File: config.mk
export PLATFORM = sky130hd
export DESIGN_NAME = mem_port_arbiter
export DESIGN_NICKNAME = d
export VERILOG_FILES = /design/src/rtl/mem_arb_pkg.sv /design/src/rtl/rr_pick.sv /design/src/rtl/mem_port_arbiter.sv
export SDC_FILE = /design/constraint.sdc
export NUM_CORES = 1
export LEC_CHECK = 0
export ABC_AREA = 0
export BUFFER_PORTS_ARGS = -buffer_cell sky130_fd_sc_hd__clkbuf_2
export CAP_MARGIN = 15
export CORE_AREA = 2 2 273 275
export CTS_CLUSTER_SIZE = 40
export DETAILED_ROUTE_END_ITERATION = 6
export DIE_AREA = 0 0 275 277
export GPL_ROUTABILITY_DRIVEN = 0
export GPL_TIMING_DRIVEN = 0
export PLACE_DENSITY_LB_ADDON = 0.1
export SYNTH_ARGS = -nofsm -noshare
export SYNTH_HDL_FRONTEND = slang
export SYNTH_SLANG_ARGS = --single-unit
File: constraint.sdc
create_clock -name clk_i -period 4.3 [get_ports clk_i]
set_input_delay 0.215 -clock clk_i [delete_from_list [all_inputs] [get_ports clk_i]]
set_output_delay 0.215 -clock clk_i [all_outputs]
set_load 0.01 [all_outputs]
File: src/rtl/mem_arb_pkg.sv
// Shared definitions for the memory-port arbiter: FSM states, ID width helper
// and the default store-in-flight limit.
package mem_arb_pkg;

  typedef enum logic {
    IDLE  = 1'b0,
    ISSUE = 1'b1
  } arb_state_t;

  localparam int DEF_MAX_OUT_STORES = 7;

  // Memory-side ID is {port index, requester tid}.
  function automatic int mem_arb_idw(input int nr_ports, input int tid_w);
    return $clog2(nr_ports) + tid_w;
  endfunction

endpackage

File: src/rtl/rr_pick.sv
// Combinational round-robin search: first eligible index at or after the
// pointer, wrapping to the lowest eligible index below it.
module rr_pick #(
  parameter int N  = 3,
  parameter int PW = (N > 1) ? $clog2(N) : 1
) (
  input  logic [N-1:0]  elig_i,
  input  logic [PW-1:0] ptr_i,
  output logic [PW-1:0] win_o,
  output logic          vld_o
);

  logic [PW-1:0] w_lo;
  logic [PW-1:0] w_hi;
  logic          w_hi_vld;

  // Scanning downward leaves the lowest matching index in each candidate.
  always_comb begin
    w_lo     = '0;
    w_hi     = '0;
    w_hi_vld = 1'b0;
    vld_o    = 1'b0;
    for (int k = N - 1; k >= 0; k--) begin
      if (elig_i[k]) begin
        w_lo  = PW'(k);
        vld_o = 1'b1;
        if (PW'(k) >= ptr_i) begin
          w_hi     = PW'(k);
          w_hi_vld = 1'b1;
        end
      end
    end
    win_o = w_hi_vld ? w_hi : w_lo;
  end

endmodule

File: src/rtl/mem_port_arbiter.sv
// Round-robin arbiter sharing one memory request port among NR_PORTS requesters.
// Optional stall counter enabled by defining MEM_ARB_STALL_CNT_EN.
module mem_port_arbiter
  import mem_arb_pkg::*;
#(
  parameter int NR_PORTS       = 3,
  parameter int ADDR_W         = 64,
  parameter int DATA_W         = 64,
  parameter int TID_W          = 2,
  parameter int MAX_OUT_STORES = DEF_MAX_OUT_STORES,
  localparam int IDW           = mem_arb_idw(NR_PORTS, TID_W),
  localparam int SW            = $clog2(MAX_OUT_STORES + 1)
) (
  input  logic                               clk_i,
  input  logic                               rst_i,
  input  logic [NR_PORTS-1:0]                req_valid_i,
  output logic [NR_PORTS-1:0]                req_ready_o,
  input  logic [NR_PORTS-1:0]                req_we_i,
  input  logic [NR_PORTS-1:0][ADDR_W-1:0]    req_addr_i,
  input  logic [NR_PORTS-1:0][DATA_W-1:0]    req_wdata_i,
  input  logic [NR_PORTS-1:0][TID_W-1:0]     req_tid_i,
  output logic                               mem_req_valid_o,
  input  logic                               mem_req_ready_i,
  output logic                               mem_req_we_o,
  output logic [ADDR_W-1:0]                  mem_req_addr_o,
  output logic [DATA_W-1:0]                  mem_req_wdata_o,
  output logic [IDW-1:0]                     mem_req_id_o,
  input  logic                               mem_rsp_valid_i,
  input  logic [IDW-1:0]                     mem_rsp_id_i,
  input  logic                               mem_rsp_store_i,
  input  logic [DATA_W-1:0]                  mem_rsp_rdata_i,
  output logic [NR_PORTS-1:0]                rsp_valid_o,
  output logic [TID_W-1:0]                   rsp_tid_o,
  output logic [DATA_W-1:0]                  rsp_rdata_o,
  output logic [SW-1:0]                      stores_out_o,
  output logic [31:0]                        stall_cnt_o
);

  localparam int PW = $clog2(NR_PORTS);

  arb_state_t          r_state;
  arb_state_t          w_state_nxt;
  logic [PW-1:0]       r_ptr;
  logic [PW-1:0]       w_ptr_nxt;
  logic [PW-1:0]       w_win;
  logic [PW-1:0]       w_req_port;
  logic [PW-1:0]       w_rsp_port;
  logic [NR_PORTS-1:0] w_elig;
  logic                w_pick_vld;
  logic                w_capture;
  logic                w_mem_hs;
  logic                w_st_room;
  logic                w_st_inc;
  logic                w_st_dec;
  logic [SW-1:0]       r_stores;
  logic                r_we;
  logic [ADDR_W-1:0]   r_addr;
  logic [DATA_W-1:0]   r_wdata;
  logic [IDW-1:0]      r_id;

  // Stores are held back at the in-flight limit; loads always stay eligible.
  assign w_st_room = (r_stores < SW'(MAX_OUT_STORES));
  assign w_elig    = req_valid_i & (~req_we_i | {NR_PORTS{w_st_room}});

  rr_pick #(
    .N  (NR_PORTS),
    .PW (PW)
  ) u_rr_pick (
    .elig_i (w_elig),
    .ptr_i  (r_ptr),
    .win_o  (w_win),
    .vld_o  (w_pick_vld)
  );

  always_ff @(posedge clk_i) begin
    if (rst_i) r_state <= IDLE;
    else       r_state <= w_state_nxt;
  end

  always_comb begin
    w_state_nxt = r_state;
    w_capture   = 1'b0;
    case (r_state)
      IDLE: begin
        if (w_pick_vld) begin
          w_capture   = 1'b1;
          w_state_nxt = ISSUE;
        end
      end
      ISSUE: begin
        if (mem_req_ready_i) w_state_nxt = IDLE;
      end
      default: w_state_nxt = IDLE;
    endcase
    if (rst_i) w_capture = 1'b0;
  end

  assign req_ready_o     = w_capture ? (NR_PORTS'(1) << w_win) : '0;
  assign mem_req_valid_o = (r_state == ISSUE);
  assign w_mem_hs        = mem_req_valid_o & mem_req_ready_i;

  always_ff @(posedge clk_i) begin
    if (w_capture) begin
      r_we    <= req_we_i[w_win];
      r_addr  <= req_addr_i[w_win];
      r_wdata <= req_wdata_i[w_win];
      r_id    <= {w_win, req_tid_i[w_win]};
    end
  end

  assign mem_req_we_o    = r_we;
  assign mem_req_addr_o  = r_addr;
  assign mem_req_wdata_o = r_wdata;
  assign mem_req_id_o    = r_id;

  assign w_req_port = r_id[IDW-1:TID_W];
  assign w_ptr_nxt  = (w_req_port == PW'(NR_PORTS - 1)) ? '0 : w_req_port + 1'b1;

  always_ff @(posedge clk_i) begin
    if (rst_i)         r_ptr <= '0;
    else if (w_mem_hs) r_ptr <= w_ptr_nxt;
  end

  assign w_st_inc = w_mem_hs & r_we;
  assign w_st_dec = mem_rsp_valid_i & mem_rsp_store_i;

  always_ff @(posedge clk_i) begin
    if (rst_i) begin
      r_stores <= '0;
    end else if (w_st_inc && !w_st_dec && (r_stores != SW'(MAX_OUT_STORES))) begin
      r_stores <= r_stores + 1'b1;
    end else if (w_st_dec && !w_st_inc && (r_stores != '0)) begin
      r_stores <= r_stores - 1'b1;
    end
  end

  assign stores_out_o = r_stores;

  // Responses with an out-of-range port field match no port and are dropped.
  assign w_rsp_port = mem_rsp_id_i[IDW-1:TID_W];

  always_comb begin
    rsp_valid_o = '0;
    for (int p = 0; p < NR_PORTS; p++) begin
      if (mem_rsp_valid_i && !rst_i && (w_rsp_port == PW'(p))) rsp_valid_o[p] = 1'b1;
    end
  end

  assign rsp_tid_o   = mem_rsp_id_i[TID_W-1:0];
  assign rsp_rdata_o = mem_rsp_rdata_i;

`ifdef MEM_ARB_STALL_CNT_EN
  logic [31:0] r_stall_cnt;

  always_ff @(posedge clk_i) begin
    if (rst_i)                                 r_stall_cnt <= '0;
    else if ((|req_valid_i) && !(|req_ready_o)) r_stall_cnt <= r_stall_cnt + 32'd1;
  end

  assign stall_cnt_o = r_stall_cnt;
`else
  assign stall_cnt_o = '0;
`endif

endmodule

After elaboration in Yosys (flattened, before gate mapping) --
Index checks and enable logic that the tools add are counted.
Word-level totals: flip-flop bits (word level) 139, output and inout bits 241
Operators by class: $add $sub $neg 3, $lt $le $gt $ge 5, eq/ne operators 4, shift operators 1, muxes and demuxes 39, bitwise gates (word level) 7, reduce and logical (&&, ||, !) cells 14
Operator list (count):
- $bmux W64 S2 | 2
- $mux W64 | 2
- $mux W2 | 12
- $mux W1 | 17
- $mux W3 | 3
- $logic_and A1 B1 Y1 | 8
- $bmux W2 S2 | 1
- $eq A2 B2 Y1 const B | 2
- $ge A1 B2 Y1 const A | 2
- $add A3 B1 Y3 const B | 1
- $and A1 B1 Y1 | 3
- $and A3 B3 Y3 | 1
- $logic_not A1 Y1 | 3
- $lt A2 B3 Y1 const B | 1
- $lt A3 B3 Y1 const B | 1
- $ne A3 B3 Y1 const B | 1
- $not A3 Y3 | 1
- $or A3 B3 Y3 | 1
- $reduce_bool A3 Y1 | 1
- $shl A1 B2 Y3 const A | 1
- $sub A3 B1 Y3 const B | 1
- $add A2 B1 Y2 const B | 1
- $bmux W1 S2 | 1
- $eq A2 B1 Y1 const B | 1
- other kinds (5) | 5

Depth between registers and ports, before layout --
depth after elaboration 11, mapped depth 9, depth with buffers taken out 8

By module --
From an unflattened synthesis, not the netlist that was laid out.
Unflattened totals: cell total of the unflattened synthesis 724, area, all modules 7888.8 µm²
By module, submodules not included:
- mem_port_arbiter | instances 1, cells each 716, area an instance 7823.8 µm²
- rr_pick | instances 1, cells each 8, area an instance 65.1 µm²

Least setup slack after synthesis --
Ideal clock, no wire load.
path type register to register, from register r_stores[1] (netlist: stores_out_o[1]), to register r_addr[0] (netlist: mem_req_addr_o[0]), enable pin, arrival 3.692 ns, path slack 0.122 ns, cell stages (with the launch flop) 6, path through dfxtp_1 buf_4 nand4_2 nand2_1 a311o_1 inv_1
Between the ends: word-level cells in the longest chain between the ends 9
RTL lines:
- start: declaration | line mem_port_arbiter.sv:55 | logic [SW-1:0] r_stores;
- start signal: assignment | line mem_port_arbiter.sv:131 | r_stores <= r_stores + 1'b1;
- start signal: assignment | line mem_port_arbiter.sv:133 | r_stores <= r_stores - 1'b1;
- $lt A3 B3 Y1 (*) | line mem_port_arbiter.sv:62 | assign w_st_room = (r_stores < SW'(MAX_OUT_STORES));
- $or A3 B3 Y3 (*) | line mem_port_arbiter.sv:63 | assign w_elig = req_valid_i & (~req_we_i | {NR_PORTS{w_st_room}});
- $and A3 B3 Y3 (*) | line mem_port_arbiter.sv:63
- $mux W1 (2 in series) | line rr_pick.sv:24 | if (elig_i[k]) begin
- $mux W1 (*) | line rr_pick.sv:24
- $mux W1 (*) | line mem_port_arbiter.sv:85 | if (w_pick_vld) begin
- $mux W1 (*) | line mem_port_arbiter.sv:83 | case (r_state)
- $mux W1 (*) | line mem_port_arbiter.sv:95 | if (rst_i) w_capture = 1'b0;
- named net w_capture | line mem_port_arbiter.sv:50 | logic w_capture;
- end signal: assignment | line mem_port_arbiter.sv:105 | r_addr <= req_addr_i[w_win];
- end: declaration | line mem_port_arbiter.sv:57 | logic [ADDR_W-1:0] r_addr;
Mark *: on every way through the listed nets, which the timed path passes. The rest lies on a longest branch. A chain may end at the register's enable or synchronous reset.

Worst setup path after layout --
from register r_stores[0] (netlist: stores_out_o[0]), to output req_ready_o[0]
Between the ends: word-level cells in the longest chain between the ends 11, elaborated cells on any way between the ends 25
RTL lines:
- $lt A3 B3 Y1 (*) | line mem_port_arbiter.sv:62
- $or A3 B3 Y3 (*) | line mem_port_arbiter.sv:63
- $and A3 B3 Y3 (*) | line mem_port_arbiter.sv:63
- $mux W2 / $mux W1 (equally long branches) | line rr_pick.sv:24
- $mux W2 / $mux W1 (equally long branches) | line rr_pick.sv:27 | if (PW'(k) >= ptr_i) begin
- $mux W2 / $mux W1 (equally long branches) | line rr_pick.sv:24
- $mux W2 / $mux W1 (equally long branches) | line rr_pick.sv:27
- $mux W2 / $mux W1 (equally long branches) | line rr_pick.sv:24
- $mux W2 (*) | line rr_pick.sv:33 | win_o = w_hi_vld ? w_hi : w_lo;
- named net u_rr_pick.win_o[0] | line rr_pick.sv:9 | output logic [PW-1:0] win_o,
- $shl A1 B2 Y3 (*) | line mem_port_arbiter.sv:98 | assign req_ready_o = w_capture ? (NR_PORTS'(1) << w_win) : '0;
- $mux W3 (*) | line mem_port_arbiter.sv:98
- end: declaration | line mem_port_arbiter.sv:17 | output logic [NR_PORTS-1:0] req_ready_o,
Marks and branches as above.

==> results by group <==
Setup path
  • Critical path peak fanout: 10
  • Startpoint Class: flip-flop
  • FF-to-FF Start: stores_out_o[1]$_SDFFE_PP0P_
  • Slowest cell on the critical path: a32o_1
  • Max stage delay on crit path: approximately 550 ps
  • Reg-to-reg endpoint: mem_req_wdata_o[42]$_DFFE_PP_
  • Worst EP required: approximately 4000 ps
  • Worst-path cell chain: buf_4 > nand4_2 > a32o_1 > buf_2 > buf_2 > nor2_1 > nor3_1 > clkbuf_2
  • Worst R2R Setup Slack: approximately 1300 ps
  • Worst path arrival time: between 3000 and 4000 ps
  • Delay-heaviest family, CP: buffers and inverters
  • R2r worst-path depth: 7
  • CP endpoint kind: output port
  • Buffer and inverter count on the worst path: 4
  • Top cell by count, worst path: buf_2
  • Crit Path Class: flip-flop to output port

Synth
  • Mapped cell area: around 9000 um2
  • Post-Synth XOR/XNOR Area: 0%
  • Yosys warnings: 0
  • Mux contribution to synthesized area: 0%
  • Complex-gate fraction of the synthesized area: between 20 and 30%
  • EDFF count, synth: 133
  • Synthesized flop and latch total: 139
  • Synth Area in Adders: less than 1%
  • Syn Area/Cell: between 9 and 10 um2
  • Main combinational cell family by area after synthesis: compound AO/OA/AOI/OAI gates
  • Largest area contributor in the netlist: edfxtp_1
  • Post-Synth Simple-Gate Area: between 10% and 20%
  • Main synth FF type: edfxtp_1
  • Top cells by area, synth: edfxtp_1 (45%), a211oi_1 (11%), a31oi_1 (9.2%), buf_4 (8.6%), nand3_1 (7.6%)
  • Gate Count Post-Synth: ~940
  • Top cell type's share of synthesized area: roughly 45%
  • Async set or reset register ratio after synthesis: 0%
  • Yosys cell types: 39
  • Most common cell in the netlist: nand3_1
  • Post-synthesis sequential area ratio: a little under half
  • Commonest cells in the netlist: nand3_1 (135), edfxtp_1 (133), o21ai_0 (133), a211oi_1 (131), a31oi_1 (131)

Floorplanning
  • Placeable Area: approximately 74000 um2
  • Die H: roughly 280 um
  • Num ports: 710
  • Row count: 100
  • DIE WIDTH: 275 um
  • Initial Utilization: about an eighth
  • Die ar.: roughly 76000 um2

Final layout
  • Nets@finish: between 2000 and 2500
  • Layout area overhead: 55.9%
  • Non-Filler Instances: 2592
  • Final core area utilization: between 10% and 20%
  • Finished Cell Area: approximately 14000 um2
  • Share of layout cells above drive strength 1: 48.2%

Clocking
  • Longest Clk Path Bufs: 2
  • Clock Latency Late Sink: between 400 and 500 ps
  • CTS Buf Count: 17
  • Clock Root Buffer: clkbuf_16
  • H-tree depth: 4
  • Clock slew at reported path FFs: approximately 80 ps
  • Post-cts gate resize count: 0
  • Post-CTS setup buffer count: 0
  • Post-CTS Hold Buffers: 1
  • Clock sink count: about 140
  • CTS tree: yes

Hold path
  • Hold wc startpoint: req_wdata_i[154]
  • Hold Path Depth: 3
  • Worst Hold Path EP: mem_req_wdata_o[26]$_DFFE_PP_
  • Hold crit path type: input port to flip-flop

GRT
  • Total track usage: between 10% and 20%
  • Global-route wire length before repair: slightly above 80000 um
  • Number of global-route vias before repair: around 11000
  • Antenna violations before repair: 6
  • Largest net degree at the start of global routing: 87
  • GR Overflow Total: 0

Drt
  • Vias per cell: between 4 and 5
  • DR pass1 iterations: 5
  • WL per Instance: 23.1 um
  • Routed WL: between 50000 and 60000 um
  • DRT iter0 DRCs: roughly 670
  • Detail Route Antenna Nets: 0
  • DRC violations left: 0
  • Vias post-DR: 10900

STA
  • Endpoints failing hold: 0
  • Max Slew Vio Count: 0
  • Fmax achieved: between 300 and 400 MHz
  • Final setup viols: 0
  • Tmin final: between 3000 and 4000 ps
  • Final TNS setup: 0 ps
  • Fin worst setup slack: around 1000 ps
  • Fin crit share: between 70 and 80%
  • RSZ-0062 raised after global routing: no
  • Slew HR: between 40% and 50%
  • Clk_skew: 19.9 ps
  • Slew @ Worst Pin: between 700 and 800 ps

Power and ir drop
  • PwrDens: ~300 nW/um2
  • Worst vdd ir: 0.240 mV
  • Leak: roughly 5.7 nW

Placed design
  • I/O Buffers: 610
  • Inst Count DP: 2556
  • Dpl ws: 1110 ps
  • Placement Cell Area: between 10000 and 15000 um2
  • DP HPWL: between 40000 and 50000 um

Flow run
  • Maxcap violations: 0

Run status
  • Status: completed
[worst register-to-register path, delay by kind of cell, from the launching register on]
kind	cells	cell delay, ps
AOI/OAI and AO/OA	3	1150
buffers and inverters	3	1110
DFF	1	340
and+or+nand+nor	1	230
[cell usage in the layout (no fill, tap or decap), types with 8 or more instances in the layout]
cell / netlist / final
a211oi_1: 131 / 131
nand3_1: 135 / 135
edfxtp_1: 133 / 133
clkbuf_1: 87 / 87
o21ai_0: 133 / 133
nor3_1: 8 / 8
conb_1: 1 / 32
buf_4: 102 / 102
a31oi_1: 131 / 131
clkbuf_16: 0 / 17
buf_6: 9 / 9
buf_2: 18 / 18
clkbuf_2: 2 / 614
[final cells by class]
class                      count  area, um2
sequential                   139       4110
clock buffer                  19        433
inverter                       3       18.8
buffer                       218       1300
fill                        8402      59600
multi-input combinational    615       3650
timing repair buffer         613       3110
tap                          969       1210
antenna                        3       7.51
clock inverter                13        120
[metal layers]
layer  GRT usage [%]  share of wire (%)  up-vias
met5               0              0.022        -
met1            17.5                 39     5326
li1                -                  -     4915
met4            4.50                2.1        2
met3            3.54                6.7       61
met2            27.5                 52      572
[how the worst max path moves through the flow]
stage / from / cells after the start / slack [ps] / to
floorplan: stores_out_o[1]$_SDFFE_PP0P_ / 5 / 120 / mem_req_addr_o[0]$_DFFE_PP_
global placement: stores_out_o[0]$_SDFFE_PP0P_ / 5 / -2440 / mem_req_addr_o[62]$_DFFE_PP_
detailed placement: stores_out_o[1]$_SDFFE_PP0P_ / 7 / 1110 / mem_req_wdata_o[42]$_DFFE_PP_
CTS: stores_out_o[0]$_SDFFE_PP0P_ / 8 / 820 / req_ready_o[0]
global route: stores_out_o[0]$_SDFFE_PP0P_ / 8 / 740 / req_ready_o[0]
finish: stores_out_o[0]$_SDFFE_PP0P_ / 8 / 1040 / req_ready_o[0]
[state kept, by name, summed over array words and instances (netlist names)]
register	flops
mem_req_addr_o	64
mem_req_id_o	4
mem_req_wdata_o	64
r_ptr	2
mem_req_valid_o	1
stores_out_o	3
mem_req_we_o	1
[power breakdown]
group          total [mW]  switching, mW  internal [mW]
combinational        1.05          0.621          0.425
clock                1.54          0.742          0.798
sequential           1.66         0.0322           1.62
total                4.24           1.39           2.85
[logic make-up after synthesis]
| group | after synthesis |
|---|---|
| other cells | 1 |
| flops | 139 |
| simple gates | 172 |
| compound gates | 410 |
| fa+ha+maj | 1 |
| buf+inv | 221 |
[per-stage QoR]
step	hold WS, ps	total power, mW
2_1_floorplan	399	2.19
4_1_cts	31.0	4.34
5_1_grt	70.2	4.44
3_5_place_dp	537	2.75
3_3_place_gp	532	2.77
6_report	88.0	4.24
No activity file was read; power rests on OpenSTA's default activity.
